<file path="config.mk">
export PLATFORM = sky130hd
export DESIGN_NAME = xoodoo_rc_inv_seq_flat
export DESIGN_NICKNAME = d
export VERILOG_FILES = /design/src/rtl/xoodoo_rc_inv_seq_if.sv /design/src/rtl/xoodoo_rc_inv_seq.sv /design/src/flat_wrapper.sv
export SDC_FILE = /design/constraint.sdc
export NUM_CORES = 1
export LEC_CHECK = 0
export BUFFER_PORTS_ARGS = -buffer_cell sky130_fd_sc_hd__clkbuf_2
export CORE_MARGIN = 2
export CORE_UTILIZATION = 40
export CTS_BUF_LIST = sky130_fd_sc_hd__clkbuf_8 sky130_fd_sc_hd__clkbuf_16
export DETAILED_ROUTE_END_ITERATION = 12
export PLACE_DENSITY = 0.7
export SLEW_MARGIN = 10
export SYNTH_ARGS = -nofsm -noshare
export SYNTH_HDL_FRONTEND = slang
export SYNTH_SLANG_ARGS = --single-unit
</file>
<file path="constraint.sdc">
create_clock -name clk -period 2 [get_ports clk]
set_input_delay 0.2 -clock clk [delete_from_list [all_inputs] [get_ports clk]]
set_output_delay 0.2 -clock clk [all_outputs]
set_load 0.1 [all_outputs]
</file>
<file path="src/rtl/xoodoo_rc_inv_seq_if.sv">
// Handshake bundle for the Xoodoo inverse round-constant sequencer.
// master: start/end_state_in/num_rounds/rc_ready; slave: stream and status outputs.
interface xoodoo_rc_inv_seq_if #(
    parameter int CNT_W = 4
);
    logic             start;
    logic [5:0]       end_state_in;
    logic [CNT_W-1:0] num_rounds;
    logic [31:0]      rc_out;
    logic             rc_valid;
    logic             rc_ready;
    logic             rc_last;
    logic             busy;
    logic             done;
    logic [5:0]       cur_state;
    logic             rc_err;

    modport master (
        output start, end_state_in, num_rounds, rc_ready,
        input  rc_out, rc_valid, rc_last, busy, done, cur_state, rc_err
    );

    modport slave (
        input  start, end_state_in, num_rounds, rc_ready,
        output rc_out, rc_valid, rc_last, busy, done, cur_state, rc_err
    );
endinterface

</file>
<file path="src/rtl/xoodoo_rc_inv_seq.sv">
// Xoodoo inverse round-constant sequencer: walks the RC state backwards from
// the forward end state and streams N constants, last round first.
// Ports: clk, rst (async active-high), bus (slave modport of
// xoodoo_rc_inv_seq_if: start, end_state_in, num_rounds, rc_out, rc_valid,
// rc_ready, rc_last, busy, done, cur_state, rc_err).
// Optional macro XOODOO_RC_INV_CHECK_EN adds START_STATE and the end-state
// check driving rc_err; without it rc_err is tied low.
module xoodoo_rc_inv_seq #(
    parameter int MAX_ROUNDS = 12,
    parameter int CNT_W = 4
`ifdef XOODOO_RC_INV_CHECK_EN
    , parameter logic [5:0] START_STATE = 6'b001_001
`endif
) (
    input  logic clk,
    input  logic rst,
    xoodoo_rc_inv_seq_if.slave bus
);

    typedef enum logic [1:0] {
        IDLE,
        EMIT,
        DONE
    } fsm_t;

    localparam logic [CNT_W-1:0] MAX_N = CNT_W'(MAX_ROUNDS);

    fsm_t             fsm, fsm_n;
    logic [5:0]       st, st_n;
    logic [CNT_W-1:0] cnt, cnt_n;
    logic [CNT_W-1:0] n_req;

    // si: 5*si mod 7 via si + rotl2(si) with end-around carry.
    // qi: multiply by x^-1 in GF(2)[x]/(x^3+x+1).
    function automatic logic [5:0] inv_step(input logic [5:0] s);
        logic [2:0] si;
        logic [2:0] qi;
        logic [2:0] rot;
        logic [3:0] sum;
        logic [2:0] si_n;
        logic [2:0] qi_n;
        si   = s[2:0];
        qi   = s[5:3];
        rot  = {si[0], si[2:1]};
        sum  = {1'b0, si} + {1'b0, rot};
        si_n = sum[2:0] + {2'b00, sum[3]};
        qi_n = {qi[0], qi[2], qi[1] ^ qi[0]};
        return {qi_n, si_n};
    endfunction

    function automatic logic [31:0] rc_fn(input logic [5:0] s);
        logic [31:0] t;
        t = {28'd0, 1'b1, s[5:3]};
        if (s[2:0] == 3'd0 || s[2:0] == 3'd7)
            return 32'd0;
        return t << s[2:0];
    endfunction

    assign n_req = (bus.num_rounds > MAX_N) ? MAX_N : bus.num_rounds;

`ifdef XOODOO_RC_INV_CHECK_EN
    logic err, err_n;
`endif

    always_comb begin
        fsm_n = fsm;
        st_n  = st;
        cnt_n = cnt;
`ifdef XOODOO_RC_INV_CHECK_EN
        err_n = err;
`endif
        unique case (fsm)
            IDLE: begin
                if (bus.start) begin
`ifdef XOODOO_RC_INV_CHECK_EN
                    err_n = 1'b0;
`endif
                    if (n_req == '0) begin
                        fsm_n = DONE;
                    end else begin
                        st_n  = inv_step(bus.end_state_in);
                        cnt_n = n_req - CNT_W'(1);
                        fsm_n = EMIT;
                    end
                end
            end
            EMIT: begin
                if (bus.rc_ready) begin
                    if (cnt != '0) begin
                        st_n  = inv_step(st);
                        cnt_n = cnt - CNT_W'(1);
                    end else begin
                        fsm_n = DONE;
`ifdef XOODOO_RC_INV_CHECK_EN
                        // st has walked back to the forward start state
                        err_n = (st != START_STATE);
`endif
                    end
                end
            end
            DONE: fsm_n = IDLE;
            default: fsm_n = IDLE;
        endcase
    end

    always_ff @(posedge clk or posedge rst) begin
        if (rst) begin
            fsm <= IDLE;
            st  <= '0;
            cnt <= '0;
`ifdef XOODOO_RC_INV_CHECK_EN
            err <= 1'b0;
`endif
        end else begin
            fsm <= fsm_n;
            st  <= st_n;
            cnt <= cnt_n;
`ifdef XOODOO_RC_INV_CHECK_EN
            err <= err_n;
`endif
        end
    end

    assign bus.rc_valid  = (fsm == EMIT);
    assign bus.rc_out    = (fsm == EMIT) ? rc_fn(st) : 32'd0;
    assign bus.rc_last   = (fsm == EMIT) && (cnt == '0);
    assign bus.busy      = (fsm != IDLE);
    assign bus.done      = (fsm == DONE);
    assign bus.cur_state = st;
`ifdef XOODOO_RC_INV_CHECK_EN
    assign bus.rc_err    = err;
`else
    assign bus.rc_err    = 1'b0;
`endif

endmodule

</file>
<file path="src/flat_wrapper.sv">
// flat-port wrapper written by rule: the top's interface ports become plain ports
module xoodoo_rc_inv_seq_flat 
#(
    parameter int MAX_ROUNDS = 12,
    parameter int CNT_W = 4

)
  (clk, rst, bus_start, bus_end_state_in, bus_num_rounds, bus_rc_ready, bus_rc_out, bus_rc_valid, bus_rc_last, bus_busy, bus_done, bus_cur_state, bus_rc_err);
  xoodoo_rc_inv_seq_if #(.CNT_W(CNT_W)) bus_i ();
  input  logic clk;
  input  logic rst;
  input wire logic [$bits(bus_i.start)-1:0] bus_start;
  input wire logic [$bits(bus_i.end_state_in)-1:0] bus_end_state_in;
  input wire logic [$bits(bus_i.num_rounds)-1:0] bus_num_rounds;
  input wire logic [$bits(bus_i.rc_ready)-1:0] bus_rc_ready;
  output wire logic [$bits(bus_i.rc_out)-1:0] bus_rc_out;
  output wire logic [$bits(bus_i.rc_valid)-1:0] bus_rc_valid;
  output wire logic [$bits(bus_i.rc_last)-1:0] bus_rc_last;
  output wire logic [$bits(bus_i.busy)-1:0] bus_busy;
  output wire logic [$bits(bus_i.done)-1:0] bus_done;
  output wire logic [$bits(bus_i.cur_state)-1:0] bus_cur_state;
  output wire logic [$bits(bus_i.rc_err)-1:0] bus_rc_err;
  assign bus_i.start = bus_start;
  assign bus_i.end_state_in = bus_end_state_in;
  assign bus_i.num_rounds = bus_num_rounds;
  assign bus_i.rc_ready = bus_rc_ready;
  assign bus_rc_out = bus_i.rc_out;
  assign bus_rc_valid = bus_i.rc_valid;
  assign bus_rc_last = bus_i.rc_last;
  assign bus_busy = bus_i.busy;
  assign bus_done = bus_i.done;
  assign bus_cur_state = bus_i.cur_state;
  assign bus_rc_err = bus_i.rc_err;
  xoodoo_rc_inv_seq #(.MAX_ROUNDS(MAX_ROUNDS), .CNT_W(CNT_W)) u_core (.clk(clk), .rst(rst), .bus(bus_i));
endmodule
</file>
==> flow_summary.yaml <==
finish:
  insertedDiodeCount: 0
  utilization_pct: 62.1
  syn2layout_area_growth_pct: 48.6
  instances_no_fill: 269
  drive_gt1_share_pct: 43.5
  finalNetCount: 252
setup_path:
  crit_fanout: 4
  required_ns: 2.13
  critical_path.reg2reg.startpoint: "u_core.bus.cur_state[1]$_DFFE_PP0P_"
  max_stage_delay_ns: 0.51
  r2r_slack_ns: -0.05
  crit_chain: "ha_4, a21o_1, a21o_1, ha_2, ha_4, xnor2_2, xnor2_1, nand2_1, a31o_1"
  crit_path_end_kind: "flop"
  critPathLaunch: "u_core.bus.cur_state[1]$_DFFE_PP0P_"
  arrival_ns: 2.18
  endpoint: "u_core.bus.cur_state[2]$_DFFE_PP0P_"
  path_class: "flop to flop"
  startpoint_type: "flop"
  cp_slowest_cell: "dfrtp_4"
  r2r_cells: 9
  r2r-end: "u_core.bus.cur_state[2]$_DFFE_PP0P_"
sta:
  period_minus_slack_ns: 2.05
  slew_headroom_pct: 64.0
  fin_skew_ns: 0.00144
  rsz0062_at_grt: "yes"
  worstMarginPinSlew_ns: 0.543
  tns_ns: -0.0460
  maxSlewViolCount: 0
  fmax_mhz: 489
  setup_viol: 1
  hold_viol_final: 0
  period_share_pct: 102
  layout_setup_ws_ns: -0.0460
placement:
  dp_hpwl_um: 2640
  dp_worst_setup_slack_ns: -0.122
  globalplace.congestion: 0.828
  place_inst: 263
  port-buffer-count: 33
synth:
  yosysTopAreaCell: "dfrtp_1"
  synth.area.top_cells: "dfrtp_1, buf_4, ha_1"
  synth_top_cell_area_share_pct: 21.5
  synth_area_per_cell_sq_um: 7.96
  yosysWarnings: 0
  syn_area_sq_um: 1390
  yosysSeqAreaShare_pct: 21.5
  synthTopCellsByCount: "buf_4, nor2_1, nand2_1"
  synth-edff-count: 0
  yosysMostFrequentCell: "buf_4"
  synthArstFlopShare_pct: 100
  synth_cells: 175
  synthFlopType: "dfrtp_1"
  ys_seq_elements: 12
  synth_cell_types: 47
detailed_routing:
  drc: 0
  drt_iter0_markers: 36
  drtAntennaViolNets: 0
  avgViaCountPerCell: 4.89
  wl_per_cell_um: 11.8
  dr.pass1.iters: 4
  num_vias: 1316
  totalWireLength_um: 3180
die:
  die_area_sq_um: 3970
  die_x_um: 63.0
  rows: 21
  core_area_sq_um: 3340
  start_util_pct: 41.8
  die_h_um: 63.0
  pin_count: 57
flow_run:
  maxCapViolations: 0
outcome:
  outcome: "finished, violations left"
  violations: "negative setup slack"
grt:
  antenna_found_initial: 0
  grt_max_degree: 14
  grt_pass1_vias: 1238
  overflow: 0
  track_usage_pct: 17.2
  grt_pass1_wl_um: 5500
clock_tree:
  clk_latency_ns: 0.24
  ctsHtreeMaxLevel: 1
  clockRootBuffer: "clkbuf_8"
  path_clk_slew_ns: 0.06
  ctsLongestPathBuffers: 2
  numClockSinks: 12
  numCtsBuffers: 3
  cts_tree: "yes"
worst_hold_path:
  hp-class: "primary input to flop"
[cells by family (layout without fill, tap and decap cells)]
logic type / Yosys count / after routing / synth area share [%]
adder cells (fa/ha/maj): 14 / 14 / 13.6
multiplexers: 6 / 6 / 4.58
XOR/XNOR: 5 / 5 / 3.14
AND/OR/NAND/NOR: 55 / 55 / 19.4
other: 1 / 23 / 0.269
buffers and inverters: 45 / 71 / 19.5
flip-flops: 12 / 12 / 21.5
AO/OA/AOI/OAI: 37 / 37 / 18.0
[sequential cells by signal, summed over array words and instances (netlist names)]
register              count
u_core.fsm                2
u_core.bus.cur_state      6
u_core.cnt                4
[how the worst min path moves through the flow]
stage | start | slack (ns) | cells after the start | to
after global placement | rst | 0.23 | 2 | u_core.bus.cur_state[2]$_DFFE_PP0P_
after floorplan | rst | 0.06 | 1 | u_core.cnt[0]$_DFFE_PP0P_
after global routing | bus_end_state_in[5] | 0.19 | 3 | u_core.bus.cur_state[4]$_DFFE_PP0P_
final | bus_end_state_in[5] | 0.19 | 3 | u_core.bus.cur_state[4]$_DFFE_PP0P_
after CTS | bus_rc_ready | 0.19 | 2 | u_core.fsm[0]$_DFFE_PP0P_
after detailed placement | rst | 0.23 | 2 | u_core.bus.cur_state[0]$_DFFE_PP0P_
[final cells by class]
type / count / area, sq um
Clock buffer: 4 / 55.1
Fill cell: 289 / 1270
Inverter: 13 / 61.3
Multi-Input combinational cell: 140 / 1070
Sequential cell: 12 / 315
Tap cell: 46 / 57.6
Timing Repair Buffer: 54 / 509
[routing by layer]
layer | vias to the layer above | wire length (um) | global-route usage, %
li1 | 657 | - | -
met1 | 619 | 1350 | 20.1
met2 | 38 | 1670 | 30.9
met3 | 2 | 147 | 3.06
met4 | 0 | 15 | 6.39
met5 | - | 0 | 0
[cell usage in the layout (no fill, tap or decap), types with 6 or more instances in the layout]
cell type | Yosys | routed
a21oi_1 | 8 | 8
a31oi_1 | 7 | 6
buf_12 | 0 | 12
buf_4 | 23 | 19
clkbuf_2 | 0 | 21
conb_1 | 1 | 23
dfrtp_1 | 12 | 6
ha_1 | 12 | 7
inv_1 | 12 | 9
nand2_1 | 14 | 12
nor2_1 | 18 | 10
nor2_4 | 0 | 7
[repair_timing]
action | 4_1_cts | 5_1_grt
endpoints found under the setup margin | 6 | 7
hold buffers | 1 | 0
endpoints found under the hold margin | 12 | 0
pin swaps | 3 | 3
gates resized for setup | 4 | 7
setup buffers | 0 | 1
[critical path: cells and delay by family (launching register included)]
family,cells,cell delay [ns]
AO/OA/AOI/OAI,3,0.51
XOR/XNOR,2,0.26
adder cells (fa/ha/maj),3,0.58
flip-flops,1,0.51
AND/OR/NAND/NOR,1,0.07
[stage by stage]
step	hold WS (ns)	area (sq um)
6_report	0.192	2070
5_1_grt	0.186	2070
4_1_cts	0.193	2040
3_5_place_dp	0.226	1960
3_3_place_gp	0.225	1960
2_1_floorplan	0.0646	1680
Power is left out: the tool's default activity adds up to more than one toggle a clock period on the data nets, which glitch-free logic cannot reach.
